## src/rtl/rca_pipe.sv

```systemverilog
// Pipelined ripple-carry adder/subtractor: STAGES slices of WIDTH/STAGES bits, LSB first.
// Inter-slice carries travel only through stage registers; one global advance enable stalls all stages.
module rca_pipe #(
    parameter int WIDTH  = 16,
    parameter int STAGES = 4
) (
    input  logic             clk,
    input  logic             rst_n,
    input  logic             in_valid,
    output logic             in_ready,
    input  logic [WIDTH-1:0] a,
    input  logic [WIDTH-1:0] b,
    input  logic             cin,
    input  logic             sub,
    output logic             out_valid,
    input  logic             out_ready,
    output logic [WIDTH-1:0] sum,
    output logic             carry,
    output logic             overflow
);
    localparam int SL = WIDTH / STAGES;
    // At least one intermediate slot so the arrays stay legal when STAGES == 1.
    localparam int NM = (STAGES > 1) ? STAGES - 1 : 1;

    if (WIDTH < 2 || STAGES < 1 || STAGES > WIDTH || (WIDTH % STAGES) != 0) begin : g_bad_param
        $error("rca_pipe: illegal WIDTH/STAGES combination");
    end

    logic [WIDTH-1:0] mid_a_q [NM];
    logic [WIDTH-1:0] mid_a_d [NM];
    logic [WIDTH-1:0] mid_b_q [NM];
    logic [WIDTH-1:0] mid_b_d [NM];
    logic [WIDTH-1:0] mid_s_q [NM];
    logic [WIDTH-1:0] mid_s_d [NM];
    logic             mid_c_q [NM];
    logic             mid_c_d [NM];
    logic             mid_v_q [NM];
    logic             mid_v_d [NM];

    logic             out_valid_q, out_valid_d;
    logic [WIDTH-1:0] sum_q, sum_d;
    logic             carry_q, carry_d;
    logic             overflow_q, overflow_d;
    logic             adv;

    assign adv       = !out_valid_q || out_ready;
    assign in_ready  = adv;
    assign out_valid = out_valid_q;
    assign sum       = sum_q;
    assign carry     = carry_q;
    assign overflow  = overflow_q;

    always_comb begin
        logic [WIDTH-1:0] op_a;
        logic [WIDTH-1:0] op_b;
        logic [WIDTH-1:0] op_s;
        logic             op_c;
        logic             op_v;
        logic [SL:0]      slice;

        for (int k = 0; k < NM; k++) begin
            mid_a_d[k] = mid_a_q[k];
            mid_b_d[k] = mid_b_q[k];
            mid_s_d[k] = mid_s_q[k];
            mid_c_d[k] = mid_c_q[k];
            mid_v_d[k] = mid_v_q[k];
        end
        out_valid_d = out_valid_q;
        sum_d       = sum_q;
        carry_d     = carry_q;
        overflow_d  = overflow_q;

        // Subtract is a + ~b + ~cin, so borrow-in folds into the carry-in.
        op_a  = a;
        op_b  = sub ? ~b : b;
        op_s  = '0;
        op_c  = sub ? ~cin : cin;
        op_v  = in_valid;
        slice = '0;

        for (int k = 0; k < STAGES; k++) begin
            slice = {1'b0, op_a[k*SL +: SL]} + {1'b0, op_b[k*SL +: SL]} + {{SL{1'b0}}, op_c};
            op_s[k*SL +: SL] = slice[SL-1:0];
            if (k < STAGES - 1) begin
                if (adv) begin
                    mid_a_d[k] = op_a;
                    mid_b_d[k] = op_b;
                    mid_s_d[k] = op_s;
                    mid_c_d[k] = slice[SL];
                    mid_v_d[k] = op_v;
                end
                op_a = mid_a_q[k];
                op_b = mid_b_q[k];
                op_s = mid_s_q[k];
                op_c = mid_c_q[k];
                op_v = mid_v_q[k];
            end else if (adv) begin
                out_valid_d = op_v;
                // Bubbles leave the last result on the outputs rather than loading junk.
                if (op_v) begin
                    sum_d      = op_s;
                    carry_d    = slice[SL];
                    overflow_d = (op_a[WIDTH-1] == op_b[WIDTH-1]) && (op_s[WIDTH-1] != op_a[WIDTH-1]);
                end
            end
        end
    end

    always_ff @(posedge clk or negedge rst_n) begin
        if (!rst_n) begin
            for (int k = 0; k < NM; k++) begin
                mid_v_q[k] <= 1'b0;
            end
            out_valid_q <= 1'b0;
            sum_q       <= '0;
            carry_q     <= 1'b0;
            overflow_q  <= 1'b0;
        end else begin
            for (int k = 0; k < NM; k++) begin
                mid_v_q[k] <= mid_v_d[k];
            end
            out_valid_q <= out_valid_d;
            sum_q       <= sum_d;
            carry_q     <= carry_d;
            overflow_q  <= overflow_d;
        end
    end

    always_ff @(posedge clk) begin
        for (int k = 0; k < NM; k++) begin
            mid_a_q[k] <= mid_a_d[k];
            mid_b_q[k] <= mid_b_d[k];
            mid_s_q[k] <= mid_s_d[k];
            mid_c_q[k] <= mid_c_d[k];
        end
    end

endmodule

```

## config.mk

```make
export PLATFORM = sky130hd
export DESIGN_NAME = rca_pipe
export DESIGN_NICKNAME = d
export VERILOG_FILES = /design/src/rtl/rca_pipe.sv
export SDC_FILE = /design/constraint.sdc
export NUM_CORES = 1
export LEC_CHECK = 0
export ABC_AREA = 0
export CAP_MARGIN = 40
export CORE_MARGIN = 5
export CORE_UTILIZATION = 57
export CTS_CLUSTER_SIZE = 30
export DETAILED_ROUTE_END_ITERATION = 6
export PLACE_DENSITY = 0.83
export SLEW_MARGIN = 30
export SYNTH_ARGS = -nofsm -noshare
export SYNTH_HDL_FRONTEND = slang
export SYNTH_SLANG_ARGS = --single-unit
```

## constraint.sdc

```tcl
create_clock -name clk -period 5.96 [get_ports clk]
set_clock_uncertainty 0.2 [all_clocks]
set_input_delay 1.192 -clock clk [delete_from_list [all_inputs] [get_ports clk]]
set_output_delay 1.192 -clock clk [all_outputs]
set_load 0.02 [all_outputs]
```

After elaboration in Yosys (flattened, before gate mapping)

Memories as Yosys holds them, arrays and structs flattened.
Cells that the tools add are included.

Bits in writable memories: 147
Logic and storage cells: 41
Output and inout bits: 20
Input port bits: 38
Memories: 4
Register bits after elaboration: 22

Multiplexer cells: 14
Bitwise operators: 2
Add/subtract/negate cells: 8
Equality and inequality tests: 2
Reduce and logical (&&, ||, !) cells: 4

Memories:

| memory  | depth | bits a word | rd ports | clocked after Yosys merged registers in | write ports | line | source |
|---|---|---|---|---|---|---|---|
| mid_a_q | 3     | 16          | 3        | 0                                       | 3           | 29   | `logic [WIDTH-1:0] mid_a_q [NM];` |
| mid_b_q | 3     | 16          | 3        | 0                                       | 3           | 31   | `logic [WIDTH-1:0] mid_b_q [NM];` |
| mid_s_q | 3     | 16          | 3        | 0                                       | 3           | 33   | `logic [WIDTH-1:0] mid_s_q [NM];` |
| mid_c_q | 3     | 1           | 3        | 0                                       | 3           | 35   | `logic mid_c_q [NM];` |

Operators by type and width:

| cell              | count |
|---|---|
| $mux 16           | 10 |
| $add 4x4->5       | 4 |
| $add 5x1->5       | 4 |
| $not 16->16       | 1 |
| $mux 1            | 4 |
| $reduce_and 2->1  | 1 |
| $eq 1x1->1        | 1 |
| $logic_and 1x1->1 | 1 |
| $logic_not 1->1   | 1 |
| $logic_or 1x1->1  | 1 |
| $ne 1x1->1        | 1 |
| $not 1->1         | 1 |

Longest topological paths before layout

Gate-level depths: netlist of run 1.

Word-level depth: 5
Depth in mapped cells: 7
Mapped depth without buffers: 6

Least setup slack after synthesis of run 1

OpenSTA, ideal clock, no wires.

Path type: input to register
Start: input port sub
End: memory mid_c_q[0][0] (data pin)
Data required time: 5506 ps
Slack: 2639 ps
Stages: 7
Arrival: 2867 ps
Setup time: 254 ps
Buffers on the path: 2
Path through: buf_2 -> buf_4 -> xor2_1 -> fa_1 -> fa_1 -> a21o_1 -> a21o_1

RTL lines:

| element     | line | source |
|---|---|---|
| from (decl) | 14   | `input logic sub,` |
| to (decl)   | 35   |  |

Final worst setup path of run 1

Start: input port out_ready
End: output port in_ready

Word-level cells in the longest chain between the ends: 1

Ends and longest elaborated chain:

| element          | line | source |
|---|---|---|
| from (decl)      | 16   | `input logic out_ready,` |
| $logic_or 1x1->1 | 46   | `assign adv = !out_valid_q \|\| out_ready;` |
| to (decl)        | 10   | `output logic in_ready,` |

Every way passes these cells.

==> metrics.json, run 1 <==
{
  "run_status": {"value": "complete, no violations"},
  "max-clock-path-buffers": {"value": 2},
  "die_h": {"value": 91.73, "unit": "um"},
  "synth.avg_cell_area": {"value": 18.57, "unit": "sq um"},
  "finalMaxSlewViolations": {"value": 0},
  "wire_length_of_the_first_global_routing_pass": {"value": 9.142, "unit": "mm"},
  "clkTransAtPathRegs": {"value": 0.09, "unit": "ns"},
  "critPathLaunchType": {"value": "primary input"},
  "mappedNetlistNets": {"value": 263},
  "fin_crit_share": {"value": 0.6500},
  "first_element_of_the_critical_path": {"value": "out_ready"},
  "io_pins": {"value": 58},
  "comb_power_share": {"value": 0.318},
  "final.setup.worst_slack": {"value": 2.086, "unit": "ns"},
  "worstSkewPairLatency": {"value": 0.34, "unit": "ns"},
  "net_count_of_the_finished_layout": {"value": 332},
  "critical_path.max_fanout": {"value": 7},
  "worst_r2r_path_depth": {"value": 4},
  "grt_overflow": {"value": 0},
  "die_x": {"value": 91.73, "unit": "um"},
  "synthDominantCellAreaShare": {"value": 0.5915},
  "pwr_density_cell": {"value": 474.5, "unit": "mW/mm^2"},
  "syn_to_final_growth": {"value": 22.71, "unit": "%"},
  "tightest_slew": {"value": 0.4075, "unit": "ns"},
  "period_minus_slack": {"value": 3.874, "unit": "ns"},
  "min-delay-start": {"value": "mid_s_q[0][19]"},
  "maximum_capacitance_violations": {"value": 0},
  "biggest_area_consumer_among_synthesized_cells": {"value": "edfxtp_1"},
  "ant_nets": {"value": 0},
  "cts_resized": {"value": 0},
  "power.share.clock": {"value": 0.162},
  "vias": {"value": 1860},
  "netlist-cell-type-count": {"value": 26},
  "detail_route.vias_per_cell": {"value": 5.225},
  "synth-edff-count": {"value": 75},
  "ys_async_sr_fraction": {"value": 0.2268},
  "synthTopCellsByArea": {"value": "edfxtp_1 (59%), dfrtp_1 (14%), xor2_1 (4.4%), fa_1 (4.2%), ha_1 (3.9%)"},
  "setup_tns": {"value": 0, "unit": "ns"},
  "floorplan.initialDensity": {"value": 0.5928},
  "die_area": {"value": 0.008414, "unit": "sq mm"},
  "drc": {"value": 0},
  "cts_setup_buffers": {"value": 0},
  "hold_violations": {"value": 0},
  "crit_path_max_incr_delay": {"value": 0.54, "unit": "ns"},
  "hpwl": {"value": 3.789, "unit": "mm"},
  "seqPwrFrac": {"value": 0.519},
  "timing.critical_path.to_type": {"value": "output pin"},
  "power_switching": {"value": 660.4, "unit": "uW"},
  "synthMostInstantiatedCell": {"value": "edfxtp_1"},
  "row_count": {"value": 29},
  "synth_register_bits": {"value": 97},
  "worst-endpoint-required": {"value": 4.57, "unit": "ns"},
  "switching_share": {"value": 0.2979},
  "drt_pre_antenna_iters": {"value": 3},
  "port_buffers": {"value": 57},
  "dp_slack": {"value": 2.077, "unit": "ns"},
  "grt_antenna_before_repair": {"value": 0},
  "finalWeightedCongestion": {"value": 0.7407},
  "timing.slew.headroom": {"value": 0.7275},
  "post_synthesis_cells": {"value": 205},
  "syn-cell-area": {"value": 0.003807, "unit": "sq mm"},
  "timing.critical_path.slowest_stage_cell": {"value": "clkdlybuf4s50_1"},
  "cpMostUsedCell": {"value": "clkdlybuf4s50_1"},
  "path_cells": {"value": "clkdlybuf4s50_1 > nor2b_4 > inv_6 > clkdlybuf4s50_1"},
  "synth.yosys.seq_area_share": {"value": 0.7361},
  "p_leak": {"value": 1.835, "unit": "nW"},
  "drt_iter0_drc": {"value": 102},
  "critPathKind": {"value": "primary input to output pin"},
  "worst_r2r_src": {"value": "mid_c_q[0][0]"},
  "n_antenna_cell": {"value": 0},
  "grt_max_degree": {"value": 58},
  "wire_per_inst": {"value": 14.88, "unit": "um"},
  "timing.critical_path.arrival": {"value": 2.48, "unit": "ns"},
  "clock_tree_from_tritoncts": {"value": "done"},
  "vdd_drop_max": {"value": 0.0002668, "unit": "V"},
  "route.final.wire_length": {"value": 5.296, "unit": "mm"},
  "synth_common_cells": {"value": "edfxtp_1 (75), dfrtp_1 (22), xor2_1 (19)"},
  "finalSetupViolations": {"value": 0},
  "design_area": {"value": 0.004672, "unit": "sq mm"},
  "numClockSinks": {"value": 97},
  "cts_buffers": {"value": 9},
  "hold_path_depth": {"value": 0},
  "max_freq": {"value": 258.1, "unit": "MHz"},
  "most_used_dff_post_synth": {"value": "edfxtp_1"},
  "htreeDepth": {"value": 3},
  "grt_setup_unrepaired": {"value": "no"},
  "grt_pass1_vias": {"value": 1930},
  "min_path_type": {"value": "flop to flop"},
  "core_box_area": {"value": 0.006422, "unit": "sq mm"},
  "cts_root_buffer": {"value": "clkbuf_8"},
  "global_route.usage.total": {"value": 0.1416},
  "cellInternalPower": {"value": 1.557, "unit": "mW"},
  "placement.cell_area": {"value": 0.004508, "unit": "sq mm"},
  "yosysWarningCount": {"value": 0},
  "hold_slack": {"value": 0.2220, "unit": "ns"},
  "drive_above_1_share": {"value": 0.1254},
  "postCtsHoldBufs": {"value": 0}
}
[flip-flops by register name, summed over array words and instances (netlist names)]
| name | count |
|---|---|
| carry | 1 |
| mid_c_q | 3 |
| mid_v_q | 3 |
| mid_s_q | 24 |
| mid_b_q | 24 |
| sum | 16 |
| overflow | 1 |
| mid_a_q | 24 |
| out_valid | 1 |
[placed cells by master, fill, tap and decap left out, types with 2 or more instances in the layout]
cell             Yosys  layout
edfxtp_1            75      75
clkdlybuf4s50_1      0      57
dfrtp_1             22      22
xor2_1              19      19
mux2_2              13      13
ha_1                12      12
a21o_1               9       9
clkbuf_8             0       9
o21ai_0              8       8
nand2_1              8       8
fa_1                 8       8
a21oi_1              5       5
xnor2_1              5       5
inv_1                5       5
a211oi_1             2       2
a21boi_0             2       2
clkinvlp_4           0       2
clkbuf_1             0       2
[stage by stage]
step | std cells | utilization | power, mW
floorplan | 205 | - | 1.602
global placement | 337 | 0.6936 | 1.831
detailed placement | 340 | 0.7019 | 1.888
CTS | 356 | 0.7275 | 2.244
global route | 356 | 0.7275 | 2.367
finish | 356 | 0.7275 | 2.217
[final cells by class]
| class | instances | area [sq um] |
|---|---|---|
| flip-flops and latches | 97 | 2803 |
| repair buffers | 61 | 631.9 |
| inverters | 6 | 27.53 |
| multi-input cells | 99 | 949.7 |
| clock inverters | 5 | 32.53 |
| clock buffers | 11 | 131.4 |
| well taps | 77 | 96.34 |
| fillers | 411 | 1750 |
[path summary, 6_finish.rpt]
path / end / slack [ns]
min in group asynchronous: sum[0] / 0.93
min reg2reg: mid_s_q[0][35] / 0.22
max reg2reg: mid_c_q[0][1] / 3.84
min: mid_s_q[0][35] / 0.22
max in group asynchronous: mid_v_q[1] / 4.17
max: in_ready / 2.09
[power groups by stage]
stage | sequential [mW] | combinational [mW] | clock [mW]
6_report | 1.15 | 0.706 | 0.360
4_1_cts | 1.16 | 0.717 | 0.370
2_1_floorplan | 1.22 | 0.377 | 0
3_3_place_gp | 1.16 | 0.673 | 0
3_5_place_dp | 1.17 | 0.717 | 0
5_1_grt | 1.19 | 0.781 | 0.401
[worst max-delay path: cells and delay by family]
kind                   cells  cell delay [ns]
buffers and inverters      3             1.05
AND/OR/NAND/NOR            1             0.24
[routing by layer]
metal  track usage  routed length [um]
met1        0.1746                2152
met2        0.2355                2748
met3       0.03110                 266
met4       0.07426                 129
met5             0                   0
[logic make-up (layout without fill, tap and decap cells)]
| family | after synthesis | after routing | synth area share |
|---|---|---|---|
| flip-flops | 97 | 97 | 0.7361 |
| multiplexers | 14 | 14 | 0.04239 |
| AND/OR/NAND/NOR | 13 | 13 | 0.02136 |
| buffers and inverters | 9 | 83 | 0.01446 |
| adder cells (fa/ha/maj) | 20 | 20 | 0.08150 |
| AO/OA/AOI/OAI | 28 | 28 | 0.04896 |
| XOR/XNOR | 24 | 24 | 0.05521 |
(Power assumes the default switching activity.)
==> inputs of run 2 (changes only) <==
--- a/config.mk
+++ b/config.mk
@@ -8,10 +8,10 @@
 export ABC_AREA = 0
 export CAP_MARGIN = 40
 export CORE_MARGIN = 5
-export CORE_UTILIZATION = 57
+export CORE_UTILIZATION = 48
 export CTS_CLUSTER_SIZE = 30
 export DETAILED_ROUTE_END_ITERATION = 6
-export PLACE_DENSITY = 0.83
+export PLACE_DENSITY = 0.74
 export SLEW_MARGIN = 30
 export SYNTH_ARGS = -nofsm -noshare
 export SYNTH_HDL_FRONTEND = slang
==> constraint.sdc (replaced) <==
create_clock -name clk -period 3.2 [get_ports clk]
set_clock_uncertainty 0.2 [all_clocks]
set_input_delay 0.64 -clock clk [delete_from_list [all_inputs] [get_ports clk]]
set_output_delay 0.64 -clock clk [all_outputs]
set_load 0.02 [all_outputs]
==> run 2 against run 1 <==
Compared with the run above: critical endpoint unchanged; via count down 2.0%; highest routed layer unchanged; hold slack worse by 0.17 ns; global-route usage down 2.1 points; combinational power up 84%; largest cell class unchanged.
==> metrics.json, run 2 (synthesis gave the netlist of run 1 again) <==
{
  "timing.critical_path.arrival": {"value": 1.97, "unit": "ns", "change": "-0.51 ns"},
  "crit_path_max_incr_delay": {"value": 0.55, "unit": "ns", "change": "about the same"},
  "worstSkewPairLatency": {"value": 0.34, "unit": "ns", "change": "about the same"},
  "cts_buffers": {"value": 9, "change": "unchanged"},
  "timing.slew.headroom": {"value": 0.5616, "change": "-0.1659"},
  "finalMaxSlewViolations": {"value": 0, "change": "unchanged"},
  "critPathLaunchType": {"value": "primary input"},
  "cts_resized": {"value": 0, "change": "unchanged"},
  "final_common_cell": {"value": "edfxtp_1"},
  "final.setup.worst_slack": {"value": 0.3923, "unit": "ns", "change": "-1.694 ns"},
  "cts_setup_buffers": {"value": 0, "change": "unchanged"},
  "clkTransAtPathRegs": {"value": 0.09, "unit": "ns", "change": "about the same"},
  "drt_pre_antenna_iters": {"value": 4, "change": "+1"},
  "fin_crit_share": {"value": 0.8774},
  "critPathKind": {"value": "primary input to output pin"},
  "period_minus_slack": {"value": 2.808, "unit": "ns"},
  "numClockSinks": {"value": 97, "change": "unchanged"},
  "finalWeightedCongestion": {"value": 0.7154, "change": "-3.4%"},
  "finalSetupViolations": {"value": 0, "change": "unchanged"},
  "setup_tns": {"value": 0, "unit": "ns", "change": "unchanged"},
  "max-clock-path-buffers": {"value": 2, "change": "unchanged"},
  "most-common-layout-cells": {"value": "edfxtp_1 (75), clkdlybuf4s50_1 (56), dfrtp_1 (22)"},
  "syn_to_final_growth": {"value": 22.54, "unit": "%"},
  "port_buffers": {"value": 57, "change": "unchanged"},
  "timing.critical_path.slowest_stage_cell": {"value": "clkdlybuf4s50_1"},
  "net_count_of_the_finished_layout": {"value": 331, "change": "-0.30%"},
  "cts_root_buffer": {"value": "clkbuf_8"},
  "grt_max_degree": {"value": 56, "change": "-3.4%"},
  "route.final.wire_length": {"value": 5.321, "unit": "mm", "change": "+0.47%"},
  "timing.critical_path.to_type": {"value": "output pin"},
  "stdcell_count": {"value": 380, "change": "+6.7%"},
  "cpMostUsedCell": {"value": "clkdlybuf4s50_1"},
  "path_cells": {"value": "clkdlybuf4s50_1 > nor2b_4 > inv_6 > clkdlybuf4s50_1"},
  "vias": {"value": 1823, "change": "-2.0%"},
  "core_box_area": {"value": 0.007727, "unit": "sq mm", "change": "+20%"},
  "design_area": {"value": 0.004666, "unit": "sq mm", "change": "-0.13%"},
  "global_route.usage.total": {"value": 0.1203, "change": "-0.02129"},
  "die_area": {"value": 0.009813, "unit": "sq mm", "change": "+17%"},
  "ant_nets": {"value": 0, "change": "unchanged"},
  "critical_path.max_fanout": {"value": 7, "change": "unchanged"},
  "grt_antenna_before_repair": {"value": 0, "change": "unchanged"},
  "drc": {"value": 0, "change": "unchanged"},
  "htreeDepth": {"value": 3, "change": "unchanged"},
  "tightest_slew": {"value": 0.6575, "unit": "ns", "change": "+0.2501 ns"},
  "postCtsHoldBufs": {"value": 0, "change": "unchanged"},
  "die_h": {"value": 99.06, "unit": "um", "change": "+8.0%"},
  "hpwl": {"value": 3.772, "unit": "mm", "change": "-0.45%"},
  "dp_slack": {"value": 0.1821, "unit": "ns", "change": "-1.895 ns"},
  "top_regs": {"value": "mid_a_q: 24 flops, mid_b_q: 24 flops, mid_s_q: 24 flops"},
  "n_antenna_cell": {"value": 0, "change": "unchanged"},
  "io_pins": {"value": 58, "change": "unchanged"},
  "floorplan.initialDensity": {"value": 0.4927, "change": "-0.1001"},
  "drt_iter0_drc": {"value": 88, "change": "-14%"},
  "wire_per_inst": {"value": 14.00, "unit": "um", "change": "-5.9%"},
  "p_leak": {"value": 1.825, "unit": "nW", "change": "-0.53%"},
  "placedCellCount": {"value": 364, "change": "+7.1%"},
  "placement.cell_area": {"value": 0.004496, "unit": "sq mm", "change": "-0.28%"},
  "die_x": {"value": 99.06, "unit": "um", "change": "+8.0%"},
  "hold_violations": {"value": 0, "change": "unchanged"},
  "grt_overflow": {"value": 0, "change": "unchanged"},
  "drive_above_1_share": {"value": 0.1295, "change": "+0.004048"},
  "clock_tree_from_tritoncts": {"value": "done"},
  "wire_length_of_the_first_global_routing_pass": {"value": 9.114, "unit": "mm", "change": "-0.31%"},
  "min_path_type": {"value": "primary input to async pin"},
  "row_count": {"value": 32, "change": "+10%"},
  "pwr_density_cell": {"value": 885.1, "unit": "mW/mm^2", "change": "+87%"},
  "vdd_drop_max": {"value": 0.0003483, "unit": "V", "change": "+31%"},
  "run_status": {"value": "complete, no violations"},
  "maximum_capacitance_violations": {"value": 0, "change": "unchanged"},
  "grt_setup_unrepaired": {"value": "no"},
  "max_freq": {"value": 356.2, "unit": "MHz"},
  "worst-endpoint-required": {"value": 2.36, "unit": "ns", "change": "-2.21 ns"},
  "grt_pass1_vias": {"value": 1911, "change": "-0.98%"},
  "detail_route.vias_per_cell": {"value": 4.797, "change": "-8.2%"}
}
run 2: cell types whose count changed in the layout (fill, tap and decap cells not counted), sizes merged:
cell,change
inv,+2
clkbuf,-1
clkinvlp,-1
clkdlybuf4s50,-1
run 2: path summary, 6_finish.rpt:
path,start,end,slack (ns),cells past startpoint
hold reg to reg,mid_a_q[0][14],mid_a_q[0][30],0.22,0
min in group clk,mid_a_q[0][14],mid_a_q[0][30],0.22,0
setup / recovery,out_ready,in_ready,0.39,4
setup reg to reg,mid_c_q[0][0],mid_c_q[0][1],1.08,4
hold / removal,rst_n,sum[15],0.05,1
max in group asynchronous,rst_n,sum[8],2.42,1
run 2: critical path: cells and delay by family:
family,cells,cell delay (ns)
AND/OR/NAND/NOR,1,0.25
buffers and inverters,3,1.07
run 2: final cells by class:
class | count | area (sq um)
Fill cell | 583 | 3062
Clock buffer | 10 | 127.6
Clock inverter | 6 | 42.54
Inverter | 6 | 27.53
Tap cell | 102 | 127.6
Timing Repair Buffer | 60 | 588.1
Sequential cell | 97 | 2803
Multi-Input combinational cell | 99 | 949.7
run 2: stage by stage:
stage	hold slack [ns]	util	total power, mW
floorplan	0.1444	-	2.983
global placement	0.2005	0.5824	3.428
detailed placement	0.2045	0.5818	3.507
CTS	0.04279	0.6038	4.189
global route	0.06844	0.6038	4.398
finish	0.04905	0.6038	4.129
run 2: routing by layer:
metal | wire length [um] | GRT usage | up-vias
met5 | 0 | 0 | -
met4 | 47 | 0.05672 | 0
met3 | 207 | 0.02689 | 2
met2 | 2753 | 0.2030 | 40
met1 | 2313 | 0.1467 | 892
li1 | - | - | 889
run 2: report_power, final:
| part | internal, mW | switching, mW | leakage (nW) |
|---|---|---|---|
| combinational | 0.636 | 0.660 | 0.715 |
| sequential | 1.96 | 0.184 | 1.03 |
| clock | 0.286 | 0.399 | 0.0847 |
==> RTL edit 1, RTL diff (flow settings as in run 1) <==
`sum_q` no longer has a reset.
--- a/src/rtl/rca_pipe.sv
+++ b/src/rtl/rca_pipe.sv
@@ -112,7 +112,6 @@
                 mid_v_q[k] <= 1'b0;
             end
             out_valid_q <= 1'b0;
-            sum_q       <= '0;
             carry_q     <= 1'b0;
             overflow_q  <= 1'b0;
         end else begin
@@ -120,10 +119,13 @@
                 mid_v_q[k] <= mid_v_d[k];
             end
             out_valid_q <= out_valid_d;
-            sum_q       <= sum_d;
             carry_q     <= carry_d;
             overflow_q  <= overflow_d;
         end
+    end
+
+    always_ff @(posedge clk) begin
+        sum_q <= sum_d;
     end
 
     always_ff @(posedge clk) begin
Check against the original RTL: differs if rst_n is asserted again (counterexample within 10 cycles, from zero or initial values and one cycle with rst_n low); with rst_n held inactive, the same outputs for 10 cycles.
==> RTL edit 1 against run 1 <==
  * Worst setup slack improved by 0.073 ns
  * Sequential cell count unchanged
  * Die area shrank 2.8%
  * Design area is 2.1% lower
  * Area after synthesis decreased by 3.1%
  * Combinational power fell by 22%
  * Power is 4.4% lower
  * Routed wire length decreased by 2.7%
  * Critical endpoint unchanged
  * Largest cell class unchanged
==> RTL edit 1: results (changes against run 1) <==
status: "finished, final reports clean"  # unchanged
wl_met2_um: 2790  # was 2750 µm
grt_max_degree: 52  # was 58
synth_flop_cell: "edfxtp_1"  # unchanged
syn-num-nets: 239  # was 263
grt_pass1_wl_um: 8660  # was 9140 µm
drive_gt1_frac: 0.0984  # was 0.125
async_reset_ff_frac: 0.0619  # was 0.227
synth_cell_types: 24  # was 26
globalplace.congestion: 0.751  # was 0.741
drtIter0Drc: 67  # was 102
ff2ff_path_depth: 5  # was 4
final.setup.tns_ns: 0  # unchanged
dr_wl_met3_um: 289  # was 266 µm
hold_class: "reg -> reg"  # unchanged
yosysSeqAreaShare: 0.781  # was 0.736
p_leak_nw: 1.72  # was 1.84 nW
routed.top_layer: "met4"  # unchanged
globalRouteTotalUtil: 0.139  # was 0.142
synth_edf_count: 91  # was 75
ys_top_cells_by_area: "edfxtp_1 74%, xor2_1 4.7%, fa_1 4.3%, dfrtp_1 4.1%, ha_1 4.1%"  # was edfxtp_1 59%, dfrtp_1 14%, xor2_1 4.4%, fa_1 4.2%, ha_1 3.9%
hpwl_um: 3730  # was 3790 µm
ir_drop_mv: 0.409  # was 0.267 mV
cp_data_arrival_time_ns: 2.41  # was 2.48 ns
cts_max_level: 3  # unchanged
met1_usage: 0.153  # was 0.175
wl_met1_um: 1970  # was 2150 µm
top_regs: "mid_a_q x24, mid_b_q x24, mid_s_q x24"  # unchanged
grt_use_met3: 0.0367  # was 0.0311
max-slew-margin-rel: 0.708  # was 0.728
synth-xor-area-share: 0.0593  # was 0.0552
grt_use_met2: 0.248  # was 0.236
avgViaCountPerCell: 5.14  # was 5.22
synth_mux_area_frac: 0.00916  # was 0.0424
avgRoutedWirePerCell_um: 15.6  # was 14.9 µm
synth_compound_area_frac: 0.0383  # was 0.0490
synth_fa_ha_area_frac: 0.0841  # was 0.0815
regToRegSetupSlack_ns: 3.87  # was 3.84 ns
whs_path_depth: 0  # unchanged
first_pass_iters: 4  # was 3
crit_fanout: 2  # was 7
placed_cell_area_um2: 4380  # was 4510 µm²
post_cts_resized: 0  # unchanged
synth_common_cells: "91 x edfxtp_1, 20 x xor2_1, 12 x ha_1"  # was 75 x edfxtp_1, 22 x dfrtp_1, 19 x xor2_1
grt_pass1_vias: 1861  # was 1930
nNetsFinal: 307  # was 332
max-clock-path-buffers: 2  # unchanged
fillers: 397  # was 411
==> RTL edit 1: path summary, 6_finish.rpt <==
path | from | endpoint
max in group asynchronous | rst_n | overflow$_DFFE_PN0P_
min | mid_s_q[0][21]$_DFFE_PN_ | mid_s_q[0][37]$_DFFE_PN_
max reg2reg | mid_c_q[0][2]$_DFFE_PN_ | carry$_DFFE_PN0P_
min in group asynchronous | rst_n | mid_v_q[2]$_DFFE_PN0N_
min reg2reg | mid_s_q[0][21]$_DFFE_PN_ | mid_s_q[0][37]$_DFFE_PN_
max | out_ready | in_ready
==> RTL edit 1: final cells by class <==
cell class	count	area (µm²)	share of cell area
Sequential cell	97	2880	0.630
Inverter	5	18.8	0.00410
Clock inverter	6	68.8	0.0150
Clock buffer	10	128	0.0279
Multi-Input combinational cell	76	758	0.166
Timing Repair Buffer	60	621	0.136
Tap cell	77	96.3	0.0211
==> RTL edit 1: metrics by stage <==
| stage | std cells | setup WS (ns) | total power [mW] | hold slack (ns) | util |
|---|---|---|---|---|---|
| after floorplan | 181 | 2.70 | 1.49 | 0.200 | - |
| after global placement | 313 | 1.80 | 1.68 | 0.201 | 0.686 |
| after detailed placement | 315 | 2.16 | 1.74 | 0.205 | 0.693 |
| after CTS | 331 | 2.15 | 2.15 | 0.216 | 0.724 |
| after global routing | 331 | 2.12 | 2.25 | 0.231 | 0.724 |
| final | 331 | 2.16 | 2.12 | 0.217 | 0.724 |
==> RTL edit 1: worst max-delay path: stages <==
cell             delay [ns]
clkdlybuf4s50_1        0.47
nand2b_4               0.15
clkdlybuf4s50_1        0.60
==> RTL edit 1: where the power goes <==
part / internal (mW) / switching, mW / total (mW)
registers: 1.07 / 0.0812 / 1.16
logic: 0.259 / 0.293 / 0.552
clock network: 0.195 / 0.215 / 0.410
total: 1.53 / 0.589 / 2.12
==> RTL edit 2, RTL diff (config.mk and constraints of run 1) <==
Made on the original files. The parameter `WIDTH` goes from 16 to 24.
--- a/src/rtl/rca_pipe.sv
+++ b/src/rtl/rca_pipe.sv
@@ -1,7 +1,7 @@
 // Pipelined ripple-carry adder/subtractor: STAGES slices of WIDTH/STAGES bits, LSB first.
 // Inter-slice carries travel only through stage registers; one global advance enable stalls all stages.
 module rca_pipe #(
-    parameter int WIDTH  = 16,
+    parameter int WIDTH  = 24,
     parameter int STAGES = 4
 ) (
     input  logic             clk,
Ports: changed (resized a, b and sum); port bits go from 58 to 82. The function was not compared with the original's and may differ.
==> RTL edit 2 against run 1 <==
  * Routed wire length increased by 73%
  * Area after synthesis up 49%
  * Sequential cell count rose by 44
  * Critical path depth unchanged
  * Count of clock-buffer cells in the layout increased by 8
  * Design area rose by 54%
  * Worst setup slack got worse by 0.67 ns
  * Hold slack worse by 0.010 ns
  * Power rose by 69%
  * Critical path type unchanged
==> RTL edit 2: results (changes against run 1) <==
met1_usage: 0.193  # was 0.175
antenna_cells: 0  # unchanged
io_buffers: 81  # was 57
min_from: "mid_a_q[0][17]$_DFFE_PN_"  # was mid_s_q[0][19]$_DFFE_PN_
nNetsFinal: 513  # was 332
grt_pass1_vias: 3234  # was 1930
p_leak_nw: 2.79  # was 1.84 nW
syn-num-nets: 418  # was 263
ff2ff_path_depth: 4  # unchanged
globalRouteTotalUtil: 0.169  # was 0.142
crit_path_start: "out_ready"  # unchanged
post-route-period-util: 0.763  # was 0.650
clk_latency_ns: 0.51  # was 0.34 ns
ys_top_cells_by_area: "edfxtp_1 59%, dfrtp_1 13%, ha_1 4.4%, xor2_1 4.2%, mux2_2 3.8%"  # was edfxtp_1 59%, dfrtp_1 14%, xor2_1 4.4%, fa_1 4.2%, ha_1 3.9%
fillers: 622  # was 411
hpwl_um: 6000  # was 3790 µm
hold_class: "reg -> reg"  # unchanged
via_count: 2997  # was 1860
grt_pass1_wl_um: 15000  # was 9140 µm
pre_cts_slack_ns: 1.46  # was 2.08 ns
r2r-end: "sum[6]$_DFFE_PN0P_"  # was mid_c_q[0][1]$_DFFE_PN_
synth_cell_types: 39  # was 26
max-clock-path-buffers: 2  # unchanged
grt_use_met2: 0.295  # was 0.236
regToRegSetupSlack_ns: 3.58  # was 3.84 ns
synth_edf_count: 111  # was 75
yosys_warnings: 0  # unchanged
crit_fanout: 120  # was 7
r2r-start: "out_valid$_DFFE_PN0N_"  # was mid_c_q[0][0]$_DFFE_PN_
cp_data_arrival_time_ns: 3.16  # was 2.48 ns
holdWs_ns: 0.212  # was 0.222 ns
async_reset_ff_frac: 0.213  # was 0.227
ir_drop_mv: 0.261  # was 0.267 mV
max-slew-margin-rel: 0.589  # was 0.728
avgRoutedWirePerCell_um: 15.9  # was 14.9 µm
critPathSlowestCell: "clkdlybuf4s50_1"  # unchanged
cts_root_buf: "clkbuf_8"  # unchanged
first_pass_iters: 4  # was 3
yosysSeqAreaShare: 0.720  # was 0.736
grt_use_met3: 0.0499  # was 0.0311
synth_flop_cell: "edfxtp_1"  # unchanged
post_cts_resized: 0  # unchanged
drtIter0Drc: 170  # was 102
clk_pin_slew_worst_paths_ns: 0.06  # was 0.09 ns
top_regs: "mid_a_q x36, mid_b_q x36, mid_s_q x36"  # was mid_a_q x24, mid_b_q x24, mid_s_q x24
drive_gt1_frac: 0.128  # was 0.125
whs_endpoint: "mid_a_q[0][41]$_DFFE_PN_"  # was mid_s_q[0][35]$_DFFE_PN_
whs_path_depth: 0  # unchanged
critPathMaxStageDelay_ns: 0.71  # was 0.54 ns
crit_family: "buffers and inverters"  # unchanged
synth_common_cells: "111 x edfxtp_1, 30 x dfrtp_1, 27 x xor2_1"  # was 75 x edfxtp_1, 22 x dfrtp_1, 19 x xor2_1
cts_max_level: 4  # was 3
antenna_found_initial: 0  # unchanged
grt_max_degree: 121  # was 58
globalplace.congestion: 0.785  # was 0.741
status: "finished, final reports clean"  # unchanged
cts_setup_buffers: 0  # unchanged
cts_buffers: 17  # was 9
## RTL edit 2: worst register-to-register path, cell delays in order (launching register included)
cell and delay [ns]:
dfrtp_1 0.34, nor2b_4 0.29, clkinv_8 0.44, nand2_4 0.56
mux2_2 0.42
## RTL edit 2: layout make-up
class | instances | area [µm²] | share of cell area
timing repair buffer | 83 | 826 | 0.115
inverter | 13 | 61.3 | 0.00853
sequential | 141 | 4080 | 0.568
multi-input combinational | 175 | 1490 | 0.207
clock buffer | 19 | 432 | 0.0601
tap | 133 | 166 | 0.0232
clock inverter | 13 | 133 | 0.0185
## RTL edit 2: routing by layer
| metal | share of wire | up-vias |
|---|---|---|
| met4 | 0.014 | 0 |
| met5 | 0 | - |
| met3 | 0.047 | 13 |
| met1 | 0.40 | 1461 |
| li1 | - | 1434 |
| met2 | 0.54 | 89 |
## RTL edit 2: worst max-delay path by stage
stage / endpoint / cells after the start
floorplan: mid_c_q[0][0]$_DFFE_PN_ / 9
global placement: in_ready / 4
detailed placement: in_ready / 4
CTS: in_ready / 4
global route: in_ready / 4
finish: in_ready / 4
## RTL edit 2: per-stage QoR
stage / instances / util / cell area [µm²] / power [mW]
3_5_place_dp: 545 / 0.681 / 6620 / 2.78
2_1_floorplan: 336 / - / 5680 / 2.37
5_1_grt: 577 / 0.739 / 7190 / 3.96
3_3_place_gp: 545 / 0.681 / 6620 / 2.71
4_1_cts: 577 / 0.739 / 7190 / 3.78
6_report: 577 / 0.739 / 7190 / 3.74
## RTL edit 2: logic make-up (layout without fill, tap and decap cells)
logic type,Yosys count,count (layout),share of synthesized area
flops,141,141,0.720
mux,19,19,0.0377
simple gates,47,47,0.0452
xor+xnor,36,36,0.0556
compound gates,45,45,0.0511
buf+inv,20,128,0.0185
fa+ha+maj,28,28,0.0723
## RTL edit 2: power by group
group | switching (mW) | internal, mW | leakage, nW
logic | 0.571 | 0.507 | 1.03
registers | 0.145 | 1.54 | 1.48
clock network | 0.406 | 0.574 | 0.271
total | 1.12 | 2.62 | 2.79
